File: src/rtl/fft_in_packer_if.sv
`default_nettype none
// ============================================================================
//  Module      : fft_in_packer_if
//  Description : Bundle of the sample-stream input and block output signals of
//                fft_in_packer.
//                  in_valid / in_sync / in_i / in_q    : one complex sample per
//                                                        cycle, sync marks
//                                                        sample 0 of a frame
//                  valid_out / dout_i / dout_q         : N-wide block strobe
//                  frame_start / blk_idx / sync_err    : frame tracking status
//                master modport : the upstream source / block consumer side
//                slave modport  : the packer itself
//  Revision    : 1.0 - initial release
// ============================================================================
interface fft_in_packer_if #(
    parameter int IN_BIT_WIDTH = 11,
    parameter int N            = 16,
    parameter int FRAME_LEN    = 512
);
    localparam int c_BLOCKS = FRAME_LEN / N;
    localparam int c_BLK_W  = (c_BLOCKS > 1) ? $clog2(c_BLOCKS) : 1;

    // Sample stream
    logic                           in_valid;
    logic                           in_sync;
    logic signed [IN_BIT_WIDTH-1:0] in_i;
    logic signed [IN_BIT_WIDTH-1:0] in_q;

    // Block output
    logic                           valid_out;
    logic signed [IN_BIT_WIDTH-1:0] dout_i [0:N-1];
    logic signed [IN_BIT_WIDTH-1:0] dout_q [0:N-1];
    logic                           frame_start;
    logic [c_BLK_W-1:0]             blk_idx;
    logic                           sync_err;

    modport master (
        output in_valid, in_sync, in_i, in_q,
        input  valid_out, dout_i, dout_q, frame_start, blk_idx, sync_err
    );

    modport slave (
        input  in_valid, in_sync, in_i, in_q,
        output valid_out, dout_i, dout_q, frame_start, blk_idx, sync_err
    );
endinterface
`default_nettype wire

File: src/rtl/fft_in_packer.sv
`default_nettype none
// ============================================================================
//  Module      : fft_in_packer
//  Description : Serial-to-parallel input stage for the first FFT stage.
//                Packs N consecutive complex samples into one N-wide block,
//                presented with a single-cycle valid strobe. A sync marker
//                aligns frames of FRAME_LEN points; the block position inside
//                the frame is reported and alignment violations are flagged.
//  Ports       : clk         - rising-edge clock
//                rst         - asynchronous active-high reset
//                bus (slave) - in_valid/in_sync/in_i/in_q sample input,
//                              valid_out/dout_i/dout_q block output,
//                              frame_start/blk_idx/sync_err status
//  Revision    : 1.0 - initial release
// ============================================================================
module fft_in_packer #(
    parameter int IN_BIT_WIDTH = 11,
    parameter int N            = 16,
    parameter int FRAME_LEN    = 512
) (
    input  logic           clk,
    input  logic           rst,
    fft_in_packer_if.slave bus
);

    // ------------------------------------------------------------------------
    // Constants
    // ------------------------------------------------------------------------
    localparam int c_BLOCKS = FRAME_LEN / N;
    localparam int c_BLK_W  = (c_BLOCKS > 1) ? $clog2(c_BLOCKS) : 1;
    localparam int c_SLOT_W = (N > 1) ? $clog2(N) : 1;

    localparam logic [c_SLOT_W-1:0] c_SLOT_LAST = c_SLOT_W'(N - 1);
    localparam logic [c_SLOT_W-1:0] c_SLOT_ONE  = c_SLOT_W'(1);
    localparam logic [c_BLK_W-1:0]  c_BLK_LAST  = c_BLK_W'(c_BLOCKS - 1);

    typedef enum logic [0:0] {
        ST_WAIT_SYNC = 1'b0,
        ST_RUN       = 1'b1
    } state_t;

    // ------------------------------------------------------------------------
    // Registers
    // ------------------------------------------------------------------------
    state_t                         r_state;
    logic [c_SLOT_W-1:0]            r_slot_cnt;
    logic [c_BLK_W-1:0]             r_blk_cnt;

    // Fill registers only hold slots 0..N-2: the last sample of a block is
    // taken straight from the input when the block is transferred.
    logic signed [IN_BIT_WIDTH-1:0] r_fill_i [0:N-2];
    logic signed [IN_BIT_WIDTH-1:0] r_fill_q [0:N-2];

    logic signed [IN_BIT_WIDTH-1:0] r_dout_i [0:N-1];
    logic signed [IN_BIT_WIDTH-1:0] r_dout_q [0:N-1];
    logic                           r_valid_out;
    logic                           r_frame_start;
    logic [c_BLK_W-1:0]             r_blk_idx;
    logic                           r_sync_err;

    // ------------------------------------------------------------------------
    // Combinational control
    // ------------------------------------------------------------------------
    state_t                         w_state_nxt;
    logic [c_SLOT_W-1:0]            w_slot_nxt;
    logic [c_BLK_W-1:0]             w_blk_nxt;
    logic                           w_fill_we;
    logic [c_SLOT_W-1:0]            w_fill_sel;
    logic                           w_emit;
    logic                           w_err;
    logic                           w_frame_head;
    logic signed [IN_BIT_WIDTH-1:0] w_blk_i [0:N-1];
    logic signed [IN_BIT_WIDTH-1:0] w_blk_q [0:N-1];

    // Position where the sync marker is mandatory: first sample of a frame.
    assign w_frame_head = (r_slot_cnt == '0) && (r_blk_cnt == '0);

    // ------------------------------------------------------------------------
    // FSM state register
    // ------------------------------------------------------------------------
    always_ff @(posedge clk or posedge rst) begin
        if (rst) begin
            r_state <= ST_WAIT_SYNC;
        end else begin
            r_state <= w_state_nxt;
        end
    end

    // ------------------------------------------------------------------------
    // FSM next-state / datapath control
    // ------------------------------------------------------------------------
    always_comb begin
        w_state_nxt = r_state;
        w_slot_nxt  = r_slot_cnt;
        w_blk_nxt   = r_blk_cnt;
        w_fill_we   = 1'b0;
        w_fill_sel  = '0;
        w_emit      = 1'b0;
        w_err       = 1'b0;

        // Without in_valid nothing moves: gaps of any length are transparent.
        if (bus.in_valid) begin
            case (r_state)
                ST_WAIT_SYNC: begin
                    // Unsynced samples are dropped until a marker arrives.
                    if (bus.in_sync) begin
                        w_fill_we   = 1'b1;
                        w_fill_sel  = '0;
                        w_slot_nxt  = c_SLOT_ONE;
                        w_blk_nxt   = '0;
                        w_state_nxt = ST_RUN;
                    end
                end

                ST_RUN: begin
                    if (w_frame_head && !bus.in_sync) begin
                        // Missing marker: drop the sample and re-acquire.
                        w_err       = 1'b1;
                        w_state_nxt = ST_WAIT_SYNC;
                    end else if (!w_frame_head && bus.in_sync) begin
                        // Mid-frame resync: abandon the partial block and
                        // start a new frame with this sample. This takes
                        // priority over completing a block in the same cycle.
                        w_err      = 1'b1;
                        w_fill_we  = 1'b1;
                        w_fill_sel = '0;
                        w_slot_nxt = c_SLOT_ONE;
                        w_blk_nxt  = '0;
                    end else if (r_slot_cnt == c_SLOT_LAST) begin
                        // Last sample of the block: transfer to outputs.
                        w_emit     = 1'b1;
                        w_slot_nxt = '0;
                        w_blk_nxt  = (r_blk_cnt == c_BLK_LAST) ? '0
                                                               : r_blk_cnt + 1'b1;
                    end else begin
                        w_fill_we  = 1'b1;
                        w_fill_sel = r_slot_cnt;
                        w_slot_nxt = r_slot_cnt + 1'b1;
                    end
                end

                default: begin
                    w_state_nxt = ST_WAIT_SYNC;
                end
            endcase
        end
    end

    // ------------------------------------------------------------------------
    // Slot / block counters and status strobes
    // ------------------------------------------------------------------------
    always_ff @(posedge clk or posedge rst) begin
        if (rst) begin
            r_slot_cnt    <= '0;
            r_blk_cnt     <= '0;
            r_valid_out   <= 1'b0;
            r_sync_err    <= 1'b0;
            r_frame_start <= 1'b0;
            r_blk_idx     <= '0;
        end else begin
            r_slot_cnt  <= w_slot_nxt;
            r_blk_cnt   <= w_blk_nxt;
            r_valid_out <= w_emit;
            r_sync_err  <= w_err;
            // Block status is held alongside the data until the next block.
            if (w_emit) begin
                r_frame_start <= (r_blk_cnt == '0);
                r_blk_idx     <= r_blk_cnt;
            end
        end
    end

    // ------------------------------------------------------------------------
    // Fill registers, one per slot 0..N-2
    // ------------------------------------------------------------------------
    for (genvar k = 0; k < N - 1; k++) begin : g_fill
        always_ff @(posedge clk or posedge rst) begin
            if (rst) begin
                r_fill_i[k] <= '0;
                r_fill_q[k] <= '0;
            end else if (w_fill_we && (w_fill_sel == c_SLOT_W'(k))) begin
                r_fill_i[k] <= bus.in_i;
                r_fill_q[k] <= bus.in_q;
            end
        end
    end

    // ------------------------------------------------------------------------
    // Completed block: fill slots plus the sample being accepted now
    // ------------------------------------------------------------------------
    for (genvar k = 0; k < N; k++) begin : g_blk
        if (k < N - 1) begin : g_from_fill
            assign w_blk_i[k] = r_fill_i[k];
            assign w_blk_q[k] = r_fill_q[k];
        end else begin : g_from_input
            assign w_blk_i[k] = bus.in_i;
            assign w_blk_q[k] = bus.in_q;
        end
    end

    // ------------------------------------------------------------------------
    // Output registers, separate from the fill so the next block fills freely
    // ------------------------------------------------------------------------
    for (genvar k = 0; k < N; k++) begin : g_out
        always_ff @(posedge clk or posedge rst) begin
            if (rst) begin
                r_dout_i[k] <= '0;
                r_dout_q[k] <= '0;
            end else if (w_emit) begin
                r_dout_i[k] <= w_blk_i[k];
                r_dout_q[k] <= w_blk_q[k];
            end
        end
    end

    // ------------------------------------------------------------------------
    // Output drive
    // ------------------------------------------------------------------------
    assign bus.valid_out   = r_valid_out;
    assign bus.dout_i      = r_dout_i;
    assign bus.dout_q      = r_dout_q;
    assign bus.frame_start = r_frame_start;
    assign bus.blk_idx     = r_blk_idx;
    assign bus.sync_err    = r_sync_err;

endmodule
`default_nettype wire

File: src/flat_wrapper.sv
// flat-port wrapper written by rule: the top's interface ports become plain ports
module fft_in_packer_flat 
#(
    parameter int IN_BIT_WIDTH = 11,
    parameter int N            = 16,
    parameter int FRAME_LEN    = 512
)
  (clk, rst, bus_in_valid, bus_in_sync, bus_in_i, bus_in_q, bus_valid_out, bus_dout_i, bus_dout_q, bus_frame_start, bus_blk_idx, bus_sync_err);
  fft_in_packer_if #(.IN_BIT_WIDTH(IN_BIT_WIDTH), .N(N), .FRAME_LEN(FRAME_LEN)) bus_i ();
  input  logic clk;
  input  logic rst;
  input wire logic [$bits(bus_i.in_valid)-1:0] bus_in_valid;
  input wire logic [$bits(bus_i.in_sync)-1:0] bus_in_sync;
  input wire logic [$bits(bus_i.in_i)-1:0] bus_in_i;
  input wire logic [$bits(bus_i.in_q)-1:0] bus_in_q;
  output wire logic [$bits(bus_i.valid_out)-1:0] bus_valid_out;
  output wire logic [$bits(bus_i.dout_i)-1:0] bus_dout_i;
  output wire logic [$bits(bus_i.dout_q)-1:0] bus_dout_q;
  output wire logic [$bits(bus_i.frame_start)-1:0] bus_frame_start;
  output wire logic [$bits(bus_i.blk_idx)-1:0] bus_blk_idx;
  output wire logic [$bits(bus_i.sync_err)-1:0] bus_sync_err;
  assign bus_i.in_valid = bus_in_valid;
  assign bus_i.in_sync = bus_in_sync;
  assign bus_i.in_i = bus_in_i;
  assign bus_i.in_q = bus_in_q;
  assign bus_valid_out = bus_i.valid_out;
  assign bus_dout_i = {>>{bus_i.dout_i}};
  assign bus_dout_q = {>>{bus_i.dout_q}};
  assign bus_frame_start = bus_i.frame_start;
  assign bus_blk_idx = bus_i.blk_idx;
  assign bus_sync_err = bus_i.sync_err;
  fft_in_packer #(.IN_BIT_WIDTH(IN_BIT_WIDTH), .N(N), .FRAME_LEN(FRAME_LEN)) u_core (.clk(clk), .rst(rst), .bus(bus_i));
endmodule
File: config.mk
export PLATFORM = sky130hd
export DESIGN_NAME = fft_in_packer_flat
export DESIGN_NICKNAME = d
export VERILOG_FILES = /design/src/rtl/fft_in_packer_if.sv /design/src/rtl/fft_in_packer.sv /design/src/flat_wrapper.sv
export SDC_FILE = /design/constraint.sdc
export NUM_CORES = 1
export LEC_CHECK = 0
export CELL_PAD_IN_SITES_DETAIL_PLACEMENT = 0
export CELL_PAD_IN_SITES_GLOBAL_PLACEMENT = 1
export CORE_MARGIN = 2
export CORE_UTILIZATION = 35
export CTS_CLUSTER_DIAMETER = 30
export DETAILED_ROUTE_END_ITERATION = 12
export GPL_TIMING_DRIVEN = 1
export PLACE_DENSITY_LB_ADDON = 0.2
export RECOVER_POWER = 100
export SYNTH_ARGS = -nofsm -noshare
export SYNTH_HDL_FRONTEND = slang
export SYNTH_SLANG_ARGS = --single-unit
File: constraint.sdc
create_clock -name clk -period 30.3 [get_ports clk]
set_input_delay 6.06 -clock clk [delete_from_list [all_inputs] [get_ports clk]]
set_output_delay 6.06 -clock clk [all_outputs]
set_load 0.02 [all_outputs]
==> reports/metrics.cfg, run 1 <==
[cts]
cts_root_buf = clkbuf_16
clock_path_buffers = 3
cts_num_sinks = 700
htree_levels = 4
cts_hold_buf = 0
post-cts-setup-buffer-count = 0
path_clk_slew_ps = 40
cts_tree = yes
clk_latency_ps = 700
cts-resized-gates = 0
cts_buffers = 154

[cells_and_area]
final_common_cell = dfrtp_1
seqCellArea_mm2 = 0.0175
drive_gt1_share_pct = 43.2
nFillCells = 6301
stdcell_area_mm2 = 0.0365
final_cell_mix = dfrtp_1, mux2_2, dlygate4sd3_1, clkbuf_16, clkbuf_1
layout.nets = 2076
diodes = 0
syn_to_final_growth_pct = 38.3
multi_input_area_mm2 = 0.00826

[place]
dpl.hpwl_um = 43000
placed_cell_area_mm2 = 0.0311
gp_congestion = 0.750
portBuffers = 385

[logic_synthesis]
syn_area_mm2 = 0.0264
avgSynthCellArea_um2 = 16.7
synth_edf_count = 0
ys_async_sr_fraction_pct = 100
ys_types = 36
synth-seq-cells = 700
synth_fp_nets = 1607
synth_top_flop_cell = dfrtp_1
synth_top_area_share_pct = 66.5
syn_inst = 1574
post-synth-top-area-cell = dfrtp_1
ys_warn_count = 0
ys_top_cells_by_area = dfrtp_1, mux2_2, buf_2
ys_seq_area_share_pct = 66.5

[setup_path]
critPathKind = in2reg
cp_slowest_cell = clkbuf_1
arrival_ps = 17480
path_buf_inv = 4
cp-end-kind = register
cp_max_fo = 136
cpLargestDelayFamily = buffers and inverters
cp-start-kind = input pin
crit_chain = dlygate4sd3_1, inv_1, ha_1, nand4bb_1, nor2_1, clkbuf_1, clkbuf_1, mux2_2
critPathRequiredTime_ps = 30890
slowest_delay_ps = 5640
cp_common_cell = clkbuf_1

[die]
die_w_um = 278
die_area_mm2 = 0.0775
fp.dieH_um = 278
rows = 100
design.core.area_mm2 = 0.0744
start_util_pct = 35.4
io_pins = 386

[power]
p_total_uw = 2950
power_density_mw_per_mm2 = 80.9
peakVddDrop_mv = 0.0417
power_leakage_uw = 0.0189

[timing]
finalHoldViolCount = 0
setup_viol = 0
rsz0062_at_grt = false
post-route-period-util_pct = 55.7
maxSlewViolCount = 1169
max_freq_ghz = 0.0592
tns_ps = 0
relSlewSlack_pct = -425
tightest_slew_ps = 7870
skew_ps = 35.8
min_period_ps = 16890

[grt]
grt_pass1_vias = 16400
grt_max_degree = 176
grt_overflow = 0
grtUsageTotal_pct = 17.6
grt_pass1_wl_um = 103000
antenna_found_initial = 0

[routing]
vias = 15000
ant_nets = 0
vias_per_cell = 4.77
wl_um = 67200
first_pass_iters = 4
post_drt_wl_per_cell_um = 21.4
drtIter0Drc = 549
detail_route.drc_violations = 0

[min_path]
min_path_type = reg2reg

[run_status]
violations = max-capacitance violations, max-slew violations
status = complete, but fails checks

[flow_run]
maxCapViolCount = 24

[path summary, 6_finish.rpt]
path / from / to / slack [ps] / depth (start not counted)
setup / recovery: bus_in_sync / u_core.bus.dout_q[158] / 13410 / 8
hold / removal: u_core.r_fill_q[2] / u_core.r_fill_q[2] / 480 / 1
setup reg to reg: u_core.r_blk_cnt[0] / u_core.bus.dout_q[158] / 18120 / 11
hold reg to reg: u_core.r_fill_q[2] / u_core.r_fill_q[2] / 480 / 1
max in group asynchronous: rst / u_core.bus.dout_q[52] / 14280 / 5
min in group asynchronous: rst / u_core.bus.dout_q[4] / 7230 / 2
[kinds of logic after synthesis]
family	after synthesis	share of synthesized area, %
and+or+nand+nor	58	1.38
adders and majority gates	7	0.332
buffers and inverters	105	2.04
xor gates and xnor gates	1	0.0332
DFF	700	66.5
muxes	688	29.4
AOI/OAI and AO/OA	15	0.351
[state kept, by name, indices dropped and copies added, names as in the netlist]
signal                  cells
u_core.bus.sync_err         1
u_core.bus.frame_start      1
u_core.r_state              1
u_core.r_blk_cnt            5
u_core.bus.dout_i         176
u_core.r_fill_i           165
u_core.bus.blk_idx          5
u_core.r_fill_q           165
u_core.bus.dout_q         176
u_core.bus.valid_out        1
u_core.r_slot_cnt           4
[synth_stat cells (2+ instances only)]
cell and number:
nand2b_1 3, nand3_1 5, mux2_2 675, ha_1 7, mux2_1 13, dfrtp_1 700
buf_6 6, o21ai_0 8, nor2_1 7, nor3_1 2, buf_4 6, inv_1 8
clkbuf_1 22, nand2_1 20, and3_1 6, buf_1 2, nor3_4 3, nor3b_2 2
a211oi_1 2, buf_2 61
[layout make-up]
cell class / count / area share, %
Multi-Input combinational cell: 769 / 22.7
Clock inverter: 64 / 2.57
Inverter: 8 / 0.0858
Clock buffer: 217 / 12.4
Sequential cell: 700 / 48.1
Timing Repair Buffer: 410 / 10.9
Tap cell: 969 / 3.33
[routing by layer]
metal  vias to the layer above  wire length (um)  GRT usage (%)
met5                         -                 0              0
met4                         0              1280           6.03
met3                        96              2770           4.07
met2                       323             35400           30.8
met1                      7970             27700           21.3
li1                       6587                 -              -
[where the power goes]
| group | internal [uW] | total, uW | switching [uW] |
|---|---|---|---|
| Clock | 1190 | 1710 | 516 |
| Sequential | 1030 | 1080 | 49.2 |
| Combinational | 85.8 | 162 | 75.7 |
[metrics by stage]
step	cells	setup WS, ps	hold WS (ps)	utilization, %
after floorplan	1574	4610	452	-
after global placement	2856	20200	463	41.8
after detailed placement	2856	20130	471	41.8
after CTS	3137	20880	483	49.2
after global routing	3137	12040	493	49.0
final	3137	13410	478	49.0
Note: power is estimated with default switching activity, not from simulation.
==> run 2, diff against run 1 <==
- clock period: 30.3 -> 17.15 ns (I/O delays scaled with it)
==> run 2 against run 1 <==
The flow still finishes with violations (max-capacitance violations, max-slew violations). Cell count barely moved. Power rose by 79%. Clock power rose by 80%. Combinational power rose by 76%. Design area rose by 0.48%.
==> reports/metrics.cfg, run 2 (synthesis results as in run 1) <==
[grt]
grt_pass1_wl_um = 102000
antenna_found_initial = 0
grt_overflow = 0
grt_pass1_vias = 16300
grt_max_degree = 186
grtUsageTotal_pct = 17.4

[die]
io_pins = 386
die_w_um = 278
design.core.area_mm2 = 0.0744
start_util_pct = 35.4
fp.dieH_um = 278
rows = 100
die_area_mm2 = 0.0775

[cts]
cts_root_buf = clkbuf_16
cts_tree = yes
post-cts-setup-buffer-count = 0
cts_hold_buf = 0
cts_num_sinks = 700
htree_levels = 4
path_clk_slew_ps = 40
clk_latency_ps = 710
cts-resized-gates = 0
cts_buffers = 155
clock_path_buffers = 3

[setup_path]
arrival_ps = 8370
r2r_start = u_core.r_blk_cnt[0]
r2r_slack_ps = 11270
critPathRequiredTime_ps = 17710
cp_max_fo = 169
cp-start-kind = input pin
rr_worst_depth = 10
cp-end-kind = register
startpoint = bus_in_sync
critPathKind = in2reg
r2r_end = u_core.bus.dout_q[105]

[power]
switchingPower_uw = 1170
power_frac_comb_pct = 5.4
p_sw_share_pct = 22.3
power_leakage_uw = 0.0189
internal_power_uw = 4090
power_density_mw_per_mm2 = 144
peakVddDrop_mv = 0.0830
p_seq_share_pct = 36.2
clockPowerShare_pct = 58.3

[timing]
whs_ps = 477
relSlewSlack_pct = -106
max_freq_ghz = 0.128
skew_ps = 30.0
maxSlewViolCount = 332
finalHoldViolCount = 0
tightest_slew_ps = 3070
setup_ws_ps = 9350
setup_viol = 0
post-route-period-util_pct = 45.5
tns_ps = 0
min_period_ps = 7800
rsz0062_at_grt = false

[routing]
wl_um = 66400
first_pass_iters = 4
vias = 15000
vias_per_cell = 4.76
post_drt_wl_per_cell_um = 21.1
ant_nets = 0
detail_route.drc_violations = 0
drtIter0Drc = 742

[run_status]
violations = max-capacitance violations, max-slew violations
status = complete, but fails checks

[cells_and_area]
multi_input_area_mm2 = 0.00826
final_cell_mix = dfrtp_1, mux2_2, dlygate4sd3_1, clkbuf_16, clkbuf_1
seqCellArea_mm2 = 0.0175
layout.nets = 2073
syn_to_final_growth_pct = 39.0
nFillCells = 6285
final_common_cell = dfrtp_1
drive_gt1_share_pct = 43.9

[flow_run]
maxCapViolCount = 14

[min_path]
whs_endpoint = u_core.bus.dout_q[114]
min_from = u_core.bus.dout_q[114]
min_path_type = reg2reg
min_path_cells = 1

[place]
dpl.hpwl_um = 41500
portBuffers = 385
gp_congestion = 0.722
pre_cts_ws_ps = 10180

## run 2: layer usage
| layer | GRT usage [%] | wire, um | up-vias |
|---|---|---|---|
| met5 | 0 | 0 | - |
| met4 | 7.17 | 1890 | 0 |
| met3 | 4.14 | 2550 | 114 |
| met2 | 29.5 | 33900 | 336 |
| met1 | 21.3 | 28000 | 7950 |
| li1 | - | - | 6551 |
## run 2: power by group through the flow
stage | logic, uW | clock network (uW) | registers [uW]
finish | 285 | 3070 | 1910
global route | 320 | 3240 | 1930
CTS | 296 | 3140 | 1910
detailed placement | 295 | 0 | 1930
global placement | 284 | 0 | 1920
floorplan | 234 | 0 | 1900
## run 2: per-stage QoR
stage	cells	utilization, %	total power (uW)	instance area, um2
after floorplan	1574	-	2140	26400
after global placement	2852	41.9	2200	31200
after detailed placement	2852	41.9	2220	31200
after CTS	3139	49.3	5340	36700
after global routing	3139	49.2	5480	36600
final	3140	49.2	5260	36600
## run 2: worst max-delay path: stages
cell	delay, ps
dlygate4sd3_1	640
inv_1	70
ha_1	210
nand4bb_1	330
nor2_1	2320
buf_12	680
mux2_2	420
## run 2: how the worst max path moves through the flow
stage,endpoint,slack (ps)
after floorplan,u_core.bus.blk_idx[0],4140
after global placement,u_core.bus.dout_q[70],10190
after detailed placement,u_core.bus.dout_q[167],10180
after CTS,u_core.bus.dout_q[99],10940
after global routing,u_core.bus.dout_q[156],8980
final,u_core.bus.dout_q[105],9350
## run 2: layout make-up
| cell class | instances | area share, % |
|---|---|---|
| Tap cell | 969 | 3.31 |
| Sequential cell | 700 | 47.8 |
| Clock inverter | 88 | 3.52 |
| Multi-Input combinational cell | 769 | 22.6 |
| Inverter | 8 | 0.0854 |
| Clock buffer | 199 | 11.7 |
| Timing Repair Buffer | 406 | 11.0 |
| Antenna cell | 1 | 0.00683 |
